### src/rtl/cycle_seq_pkg.sv
// rtl/cycle_seq_pkg.sv - state encodings, instruction classes and I/O timeout default
package cycle_seq_pkg;

    typedef enum logic [2:0] {
        ST_IDLE     = 3'd0,
        ST_FETCH    = 3'd1,
        ST_EXEC     = 3'd2,
        ST_MEM      = 3'd3,
        ST_WAIT_IN  = 3'd4,
        ST_WAIT_OUT = 3'd5,
        ST_WB       = 3'd6,
        ST_HALT     = 3'd7
    } state_t;

    typedef enum logic [2:0] {
        CL_ALU        = 3'd0,
        CL_LOAD       = 3'd1,
        CL_STORE      = 3'd2,
        CL_BRANCH     = 3'd3,
        CL_INPUT      = 3'd4,
        CL_OUTPUT     = 3'd5,
        CL_INST_STORE = 3'd6,
        CL_HALT       = 3'd7
    } inst_class_t;

    localparam logic [15:0] IO_TIMEOUT_DEFAULT = 16'd50000;

endpackage

### src/rtl/io_wait_timer.sv
// rtl/io_wait_timer.sv - wait-state cycle counter with timeout compare
module io_wait_timer (
    input  logic        clk,
    input  logic        reset,
    input  logic        clear,
    input  logic        enable,
    input  logic [15:0] limit,
    output logic        expired
);

    logic [15:0] count;

    // Expires on the cycle the count reaches limit-1; a zero limit expires at once.
    assign expired = enable && (({1'b0, count} + 17'd1) >= {1'b0, limit});

    always_ff @(posedge clk) begin
        if (reset || clear) begin
            count <= '0;
        end else if (enable && !expired) begin
            count <= count + 16'd1;
        end
    end

endmodule

### src/rtl/cycle_sequencer.sv
// rtl/cycle_sequencer.sv - multi-cycle instruction sequencer with I/O wait timeout
module cycle_sequencer
    import cycle_seq_pkg::*;
#(
    parameter logic [15:0] IO_TIMEOUT = IO_TIMEOUT_DEFAULT
) (
    input  logic        clk,
    input  logic        reset,
    input  logic        run,
    input  logic [2:0]  inst_class,
    input  logic        wr_en_dec,
    input  logic        in_ready,
    input  logic        out_done,
    output logic        pc_write,
    output logic        reg_write,
    output logic        mem_write,
    output logic        inst_write,
    output logic        in_req,
    output logic        new_out,
    output logic [2:0]  state,
    output logic        halted,
    output logic        io_error,
    output logic [31:0] retired
);

    state_t      state_q;
    state_t      state_d;
    inst_class_t cls_q;
    logic        wr_q;
    logic        first_wait_q;
    logic        in_timeout_q;
    logic        waiting;
    logic        expired;
    logic        handshake;

    assign waiting   = (state_q == ST_WAIT_IN) || (state_q == ST_WAIT_OUT);
    assign handshake = ((state_q == ST_WAIT_IN) && in_ready) ||
                       ((state_q == ST_WAIT_OUT) && out_done);

    io_wait_timer u_timer (
        .clk     (clk),
        .reset   (reset),
        .clear   (!waiting),
        .enable  (waiting),
        .limit   (IO_TIMEOUT),
        .expired (expired)
    );

    always_comb begin
        state_d = state_q;
        case (state_q)
            ST_IDLE:  if (run) state_d = ST_FETCH;
            ST_FETCH: state_d = ST_EXEC;
            ST_EXEC: begin
                case (cls_q)
                    CL_ALU, CL_BRANCH:                 state_d = ST_WB;
                    CL_LOAD, CL_STORE, CL_INST_STORE:  state_d = ST_MEM;
                    CL_INPUT:                          state_d = ST_WAIT_IN;
                    CL_OUTPUT:                         state_d = ST_WAIT_OUT;
                    CL_HALT:                           state_d = ST_HALT;
                    default:                           state_d = ST_WB;
                endcase
            end
            ST_MEM:      state_d = ST_WB;
            ST_WAIT_IN:  if (in_ready || expired) state_d = ST_WB;
            ST_WAIT_OUT: if (out_done || expired) state_d = ST_WB;
            ST_WB:       state_d = run ? ST_FETCH : ST_IDLE;
            ST_HALT:     state_d = ST_HALT;
            default:     state_d = ST_IDLE;
        endcase
    end

    always_ff @(posedge clk) begin
        if (reset) begin
            state_q      <= ST_IDLE;
            cls_q        <= CL_ALU;
            wr_q         <= 1'b0;
            first_wait_q <= 1'b0;
            in_timeout_q <= 1'b0;
            io_error     <= 1'b0;
            retired      <= '0;
        end else begin
            state_q      <= state_d;
            first_wait_q <= (state_q == ST_EXEC);
            if (state_q == ST_FETCH) begin
                cls_q        <= inst_class_t'(inst_class);
                wr_q         <= wr_en_dec;
                in_timeout_q <= 1'b0;
            end
            // A handshake on the expiry cycle wins over the timeout.
            if (waiting && expired && !handshake) begin
                io_error <= 1'b1;
                if (state_q == ST_WAIT_IN) in_timeout_q <= 1'b1;
            end
            if (state_q == ST_WB) retired <= retired + 32'd1;
        end
    end

    assign state      = state_q;
    assign pc_write   = (state_q == ST_WB);
    assign reg_write  = (state_q == ST_WB) && wr_q && !in_timeout_q;
    assign mem_write  = (state_q == ST_MEM) && (cls_q == CL_STORE);
    assign inst_write = (state_q == ST_MEM) && (cls_q == CL_INST_STORE);
    assign in_req     = (state_q == ST_WAIT_IN);
    assign new_out    = (state_q == ST_WAIT_OUT) && first_wait_q;
    assign halted     = (state_q == ST_HALT);

endmodule

### config.mk
export PLATFORM = sky130hd
export DESIGN_NAME = cycle_sequencer
export DESIGN_NICKNAME = d
export VERILOG_FILES = /design/src/rtl/cycle_seq_pkg.sv /design/src/rtl/io_wait_timer.sv /design/src/rtl/cycle_sequencer.sv
export SDC_FILE = /design/constraint.sdc
export NUM_CORES = 1
export LEC_CHECK = 0
export CORE_MARGIN = 10
export CORE_UTILIZATION = 57
export CTS_CLUSTER_SIZE = 30
export DETAILED_ROUTE_END_ITERATION = 12
export PLACE_DENSITY = 0.85
export SYNTH_ARGS = -nofsm -noshare
export SYNTH_HDL_FRONTEND = slang
export SYNTH_SLANG_ARGS = --single-unit
### constraint.sdc
create_clock -name clk -period 5.51 [get_ports clk]
set_input_delay 1.102 -clock clk [delete_from_list [all_inputs] [get_ports clk]]
set_output_delay 1.102 -clock clk [all_outputs]
set_load 0.01 [all_outputs]
==> run summary, run 1 <==
========================================================================================================
Status .................................................................................... complete, no violations
Detailed-routed wire length on met3 .......................................................       570 µm
X dimension of the die ....................................................................     93.46 µm
Crit end category ......................................................................... primary output
Worst Path Class, Setup ...................................................................      reg2out
Max_cap viols .............................................................................            0
Fin. Hold Viols ...........................................................................            0
Number of DRC markers in iteration 0 ......................................................          138
Leading post-synthesis cells by cell area ................................................. sky130_fd_sc_hd__dfxtp_1 40%, sky130_fd_sc_hd__xor2_1 6.6%, sky130_fd_sc_hd__nor2_1 5.6%
Vias ......................................................................................         2832
Reg-to-reg startpoint ..................................................................... u_timer.count[2]
Unrepaired setup endpoints after global routing ...........................................        false
Master cell of the clock root buffer ...................................................... sky130_fd_sc_hd__clkbuf_8
Hold WS ...................................................................................     484.9 ps
Hold Startpoint ...........................................................................     io_error
WL met2 ...................................................................................      3513 µm
Area growth, synth to finish ..............................................................       24.21%
Clock Sinks ...............................................................................           61
Gr usage total ............................................................................       0.1666
FP Rows ...................................................................................           26
Number of buffers added for setup after CTS ...............................................            0
Least-Margin Pin Slew .....................................................................     760.6 ps
Full die area .............................................................................     8734 µm²
Highest routing layer actually used .......................................................         met4
Fmax ......................................................................................    318.2 MHz
Mean cell area of the mapped netlist ......................................................    8.403 µm²
Pin count of the biggest net entering global routing ......................................           48
Minimum clock period ......................................................................      3142 ps
Final standard cell area without fillers ..................................................     3820 µm²
CTS max path bufs .........................................................................            2
Routed WL .................................................................................      7222 µm
Part of the Yosys area used for sequential elements .......................................       0.3971
Residual DRC count ........................................................................            0
Count of nets left with antenna violations after detail routing ...........................            0
#FFs+latches synth ........................................................................           61
Startpoint of the worst setup timing path .................................................     state[0]
H-Tree Level Count ........................................................................            3
Leakage power .............................................................................     1.324 nW
Routability congestion estimate ...........................................................       0.8357
Multi-input gate area in the final layout .................................................     1707 µm²
Number of enable flip-flop cells after synthesis ..........................................            0
Dominant cell type by area after synthesis ................................................ sky130_fd_sc_hd__dfxtp_1
Initial standard-cell utilization of the core .............................................       0.5946
Number of nets in the finished design .....................................................          424
Max-Slew Margin vs Limit ..................................................................       0.4891
Number of instances in the synthesized netlist ............................................          366
Dominant register cell in the synthesized netlist ......................................... sky130_fd_sc_hd__dfxtp_1
Clock buffers created by TritonCTS ........................................................            9
Area of placed instances ..................................................................     3575 µm²
Arrival time of data at the critical path endpoint ........................................      2040 ps
Ys Warns ..................................................................................            0
Via count of the first global-routing pass ................................................         2709
P per Cell Area ........................................................................... 301.9 nW/µm²
Netlist area before placement .............................................................     3075 µm²
Total congestion overflow .................................................................            0
Combined flip-flop and latch cell area ....................................................     1221 µm²
Final setup violation count ...............................................................            0
Distinct cell type count of the synthesized netlist .......................................           53
Crit path required time ...................................................................      4410 ps
Routed wire length per instance ...........................................................     14.86 µm
Hold Buf Count CTS ........................................................................            0
Diode insertion count for antenna repair ..................................................            0
Die Span Y ................................................................................     93.46 µm
Period utilization ........................................................................       0.5703
Area share of the largest cell type after synthesis .......................................       0.3971
Initial DRT Pass Iterations ...............................................................            4
Post-placement worst setup slack ..........................................................      2606 ps
Core Box Area .............................................................................     5172 µm²
Final HPWL DP .............................................................................      4827 µm
Classification of the worst-slack hold path ...............................................      reg2reg
Kind of start point of the critical path ..................................................         flop
Post-Synthesis Net Count ..................................................................          379
Setup TNS .................................................................................         0 ps
Post-route core utilization ...............................................................       0.7385
Max-slew violations .......................................................................            0
Gates resized, CTS repair .................................................................            0
Post-CTS clock slew at the launch and capture registers of the worst setup and hold paths .        70 ps
Share of post-route cells with drive strength above 1 .....................................      0.07212
Post-detailed-route via-to-cell ratio .....................................................        5.827
Post-route clock skew .....................................................................     10.26 ps
Layout filler cell count ..................................................................          372
Antenna violations before repair ..........................................................            0
Met1 Routed Length ........................................................................      3045 µm
Leading post-synthesis cells by instance count ............................................ 61 x sky130_fd_sc_hd__dfxtp_1, 46 x sky130_fd_sc_hd__nor2_1, 29 x sky130_fd_sc_hd__nand2_1
Global-route wire length before repair ....................................................     12030 µm
Clock tree from TritonCTS .................................................................        built
Most frequently used cell type in the post-synthesis netlist .............................. sky130_fd_sc_hd__dfxtp_1
Insertion delay of the later-clocked pin in the worst-skew pair ...........................       350 ps
Final worst-path setup slack ..............................................................      2368 ps
Worst IR drop on VDD ......................................................................    0.2851 mV
Share of synthesized flip-flops with an asynchronous set or reset .........................            0
Input/output buffers ......................................................................           51
Largest fanout of any net on the critical path ............................................           16
I/O pin total .............................................................................           52
========================================================================================================
==> state kept, by name (all words and copies together) (netlist names), named ones only <==
| name | count |
|---|---|
| cls_q | 3 |
| first_wait_q | 1 |
| in_timeout_q | 1 |
| io_error | 1 |
| retired | 32 |
| state | 3 |
| u_timer.count | 16 |
| wr_q | 1 |
==> cells by family after synthesis <==
family	share of synthesized area
fa+ha+maj	0.01627
xor+xnor	0.07974
compound gates	0.1379
simple gates	0.3015
buf+inv	0.04801
flops	0.3971
mux	0.01953
==> where the power goes <==
| group | total, W | internal (W) | switching, W |
|---|---|---|---|
| Combinational | 0.000156 | 0.0000734 | 0.0000830 |
| Sequential | 0.000503 | 0.000467 | 0.0000360 |
| Clock | 0.000494 | 0.000302 | 0.000191 |
==> area by class of cell <==
cell class                      instances  area share
Sequential cell                        61      0.3197
Tap cell                               70     0.02293
Clock inverter                          7     0.03177
Clock buffer                            9     0.03243
Timing Repair Buffer                   52      0.1356
Multi-Input combinational cell        276      0.4468
Inverter                               11     0.01081
==> metrics by stage <==
stage | total power, W | cells
4_1_cts | 0.001160 | 486
6_report | 0.001153 | 486
3_3_place_gp | 0.0006618 | 470
5_1_grt | 0.001203 | 486
3_5_place_dp | 0.0006661 | 470
2_1_floorplan | 0.0006128 | 366
==> per-layer routing <==
metal	GRT usage	up-vias
met5	0	-
met4	0.06555	0
met3	0.07994	13
met2	0.2720	74
met1	0.1823	1352
li1	-	1393
==> layout by cell type (no fill, tap or decap), types with 2 or more instances in the layout <==
master / Yosys / routed
sky130_fd_sc_hd__clkinv_4: 0 / 2
sky130_fd_sc_hd__or4_1: 11 / 11
sky130_fd_sc_hd__xnor2_1: 5 / 5
sky130_fd_sc_hd__o21ai_1: 5 / 5
sky130_fd_sc_hd__and4_1: 2 / 2
sky130_fd_sc_hd__o31ai_1: 8 / 8
sky130_fd_sc_hd__inv_1: 11 / 11
sky130_fd_sc_hd__clkbuf_8: 0 / 9
sky130_fd_sc_hd__nand2b_1: 4 / 4
sky130_fd_sc_hd__nand2_1: 29 / 29
sky130_fd_sc_hd__dfxtp_1: 61 / 61
sky130_fd_sc_hd__o21a_1: 2 / 2
sky130_fd_sc_hd__a21oi_1: 22 / 22
sky130_fd_sc_hd__ha_1: 4 / 4
sky130_fd_sc_hd__mux2i_1: 6 / 6
sky130_fd_sc_hd__bufinv_16: 0 / 3
sky130_fd_sc_hd__nor2_1: 46 / 46
sky130_fd_sc_hd__nand3_1: 23 / 23
sky130_fd_sc_hd__or2_2: 5 / 5
sky130_fd_sc_hd__and3_1: 8 / 8
sky130_fd_sc_hd__and2_1: 5 / 5
sky130_fd_sc_hd__or3_1: 11 / 11
sky130_fd_sc_hd__xor2_1: 23 / 23
sky130_fd_sc_hd__nor2b_1: 2 / 2
sky130_fd_sc_hd__nand4_1: 8 / 8
sky130_fd_sc_hd__nor4_1: 4 / 4
sky130_fd_sc_hd__and3b_1: 2 / 2
sky130_fd_sc_hd__nor3_1: 11 / 11
sky130_fd_sc_hd__clkdlybuf4s50_1: 0 / 51
sky130_fd_sc_hd__o211ai_1: 3 / 3
sky130_fd_sc_hd__o21ai_0: 6 / 6
==> worst max-delay path, cell delays in order, from the launching register on <==
cell and delay [ps]:
sky130_fd_sc_hd__dfxtp_1 470, sky130_fd_sc_hd__and3b_1 460, sky130_fd_sc_hd__and3b_1 220, sky130_fd_sc_hd__clkdlybuf4s50_1 540
==> worst paths after layout <==
path	to	slack [ps]	cells past startpoint
worst max-delay path	reg_write	2370	3
worst min-delay path	io_error	480	2
worst max register to register	state[0]	2570	7
worst min register to register	io_error	480	2
No activity file was read; power rests on OpenSTA's default activity.
==> run 2, diff against run 1 <==
--- a/config.mk
+++ b/config.mk
@@ -6,10 +6,10 @@
 export NUM_CORES = 1
 export LEC_CHECK = 0
 export CORE_MARGIN = 10
-export CORE_UTILIZATION = 57
+export CORE_UTILIZATION = 53
 export CTS_CLUSTER_SIZE = 30
 export DETAILED_ROUTE_END_ITERATION = 12
-export PLACE_DENSITY = 0.85
+export PLACE_DENSITY = 0.8
 export SYNTH_ARGS = -nofsm -noshare
 export SYNTH_HDL_FRONTEND = slang
 export SYNTH_SLANG_ARGS = --single-unit
==> constraint.sdc (replaced) <==
create_clock -name clk -period 3.2 [get_ports clk]
set_input_delay 0.64 -clock clk [delete_from_list [all_inputs] [get_ports clk]]
set_output_delay 0.64 -clock clk [all_outputs]
set_load 0.01 [all_outputs]
==> run 2 against run 1 <==
  * Critical endpoint is now u_timer.count[14]
  * Power rose by 49%
  * Sequential power rose by 73%
  * First-iteration DRC count fell by 1.4%
  * Final cell count rose by 1.0%
  * Largest power group unchanged
  * Die area rose by 5.9%
  * Cell area fell by 1.6%
  * Wire length rose by 0.54%
  * Count of clock-buffer cells in the layout rose by 2
  * Global-route usage fell by 0.25 points
  * Clock power rose by 15%
==> run summary, run 2 (synthesis results as in run 1) <==
========================================================================================================
Status .................................................................................... complete, no violations
Max-slew violations .......................................................................            0
Routed WL .................................................................................      7261 µm
Unrepaired setup endpoints after global routing ...........................................        false
P per Cell Area ........................................................................... 457.9 nW/µm²
Number of buffers added for setup after CTS ...............................................            0
Clock Sinks ...............................................................................           61
Layout filler cell count ..................................................................          450
Vias ......................................................................................         2750
Routed wire length per instance ...........................................................     14.79 µm
Gates resized, CTS repair .................................................................            0
Global routing met2 resource utilization ..................................................       0.2691
Post-route clock skew .....................................................................     6.361 ps
Largest register by flop count ............................................................      retired
Cell Chain, Critical Path ................................................................. ha_1, nand3_1, o311ai_1, nand4_1, a211o_1, o2bb2ai_4, or4_1, a21oi_1
I/O pin total .............................................................................           52
Critical Path Slowest Stage Cell .......................................................... sky130_fd_sc_hd__or4_1
Master cell of the clock root buffer ...................................................... sky130_fd_sc_hd__clkbuf_8
Final setup violation count ...............................................................            0
Total congestion overflow .................................................................            0
Kind of start point of the critical path ..................................................         flop
Leakage power .............................................................................     1.297 nW
Number of DRC markers in iteration 0 ......................................................          136
Area growth, synth to finish ..............................................................       22.21%
Initial standard-cell utilization of the core .............................................       0.5517
Final HPWL DP .............................................................................      5174 µm
Share of post-route cells with drive strength above 1 .....................................      0.07399
Slowest stage delay, CP ...................................................................       540 ps
Insertion delay of the later-clocked pin in the worst-skew pair ...........................       330 ps
Worst IR drop on VDD ......................................................................    0.4788 mV
Die Span Y ................................................................................     96.18 µm
Input/output buffers ......................................................................           51
Leading cell type in the layout, fill and taps excluded ................................... sky130_fd_sc_hd__dfxtp_1
Crit path required time ...................................................................      3470 ps
Fin. Hold Viols ...........................................................................            0
Initial DRT Pass Iterations ...............................................................            4
Number of nets in the finished design .....................................................          427
Classification of the worst-slack hold path ...............................................      reg2reg
Worst Path Class, Setup ...................................................................      reg2reg
Least-Margin Pin Slew .....................................................................     703.0 ps
Full die area .............................................................................     9250 µm²
Minimum clock period ......................................................................      2863 ps
Period utilization ........................................................................       0.8948
Post-route core utilization ...............................................................       0.6743
CTS max path bufs .........................................................................            2
Residual DRC count ........................................................................            0
Gr usage total ............................................................................       0.1641
Hold Buf Count CTS ........................................................................            0
Area of placed instances ..................................................................     3600 µm²
Clock buffers created by TritonCTS ........................................................            9
Crit end category .........................................................................         flop
Post-detailed-route via-to-cell ratio .....................................................        5.601
Core Box Area .............................................................................     5574 µm²
M1 GR Usage ...............................................................................       0.1804
Met3 track demand over resource in global routing .........................................      0.08093
Diode insertion count for antenna repair ..................................................            0
Number of flip-flops under the largest register name ......................................           32
X dimension of the die ....................................................................     96.18 µm
GR peak layer .............................................................................         met2
Setup TNS .................................................................................         0 ps
Total power consumption of the routed design ..............................................   0.001721 W
Routability congestion estimate ...........................................................       0.8724
Global-route wire length before repair ....................................................     12180 µm
H-Tree Level Count ........................................................................            3
Largest registers in the final layout ..................................................... retired (32), u_timer.count (16)
Via count of the first global-routing pass ................................................         2632
Largest fanout of any net on the critical path ............................................           34
Arrival time of data at the critical path endpoint ........................................      3130 ps
Highest-count cells in the layout ignoring fill and taps .................................. 61 x sky130_fd_sc_hd__dfxtp_1, 51 x sky130_fd_sc_hd__clkdlybuf4s50_1, 46 x sky130_fd_sc_hd__nor2_1
Max_cap viols .............................................................................            0
Max-Slew Margin vs Limit ..................................................................       0.5306
Count of nets left with antenna violations after detail routing ...........................            0
Pin count of the biggest net entering global routing ......................................           35
Fmax ......................................................................................    349.2 MHz
Post-CTS clock slew at the launch and capture registers of the worst setup and hold paths .        70 ps
Antenna violations before repair ..........................................................            0
FP Rows ...................................................................................           27
Hold WS ...................................................................................     478.0 ps
Final standard cell area without fillers ..................................................     3759 µm²
Clock tree from TritonCTS .................................................................        built
========================================================================================================
[run 2: final timing paths]
check                                       from                 to  slack [ps]  cells after the start
worst max register to register  u_timer.count[0]  u_timer.count[14]         340                      8
worst min-delay path                    io_error           io_error         480                      2
worst max-delay path            u_timer.count[0]  u_timer.count[14]         340                      8
worst min register to register          io_error           io_error         480                      2
[run 2: layout make-up]
cell class              count  area [µm²]  area share
repair buffers             55       540.5      0.1438
clock buffers              11       131.4     0.03495
multi-input cells         276        1707      0.4541
well taps                  72       90.09     0.02397
clock inverters             5       27.53    0.007324
inverters                  11       41.29     0.01099
flip-flops and latches     61        1221      0.3249
[run 2: power by group]
group          switching [W]  internal, W  leakage [nW]
clock network       0.000292     0.000275        0.0829
logic               0.000146     0.000137         0.722
registers          0.0000659     0.000805         0.493
total               0.000504      0.00122          1.30
[run 2: metrics by stage]
step | setup slack, ps | instances
after floorplan | 761.5 | 366
after global placement | 453.0 | 475
after detailed placement | 368.4 | 475
after CTS | 355.3 | 491
after global routing | 143.5 | 491
final | 336.6 | 491
[run 2: worst max-delay path, delay by kind of cell, from the launching register on]
kind	cells	cell delay (ps)
DFF	1	430
AOI/OAI and AO/OA	4	1100
and+or+nand+nor	3	850
adders and majority gates	1	400
[run 2: metal layers]
| layer | share of wire | up-vias | wire length, µm |
|---|---|---|---|
| met5 | 0 | - | 0 |
| met4 | 0.010 | 0 | 74 |
| met3 | 0.065 | 8 | 472 |
| met2 | 0.49 | 49 | 3555 |
| met1 | 0.43 | 1291 | 3158 |
| li1 | - | 1402 | - |
==> run 3, diff against run 2 <==
--- a/config.mk
+++ b/config.mk
@@ -7,7 +7,6 @@
 export LEC_CHECK = 0
 export CORE_MARGIN = 10
 export CORE_UTILIZATION = 53
-export CTS_CLUSTER_SIZE = 30
 export DETAILED_ROUTE_END_ITERATION = 12
 export PLACE_DENSITY = 0.8
 export SYNTH_ARGS = -nofsm -noshare
==> results of run 3 <==
Final layout, timing and power as in run 2 (identical DEF).
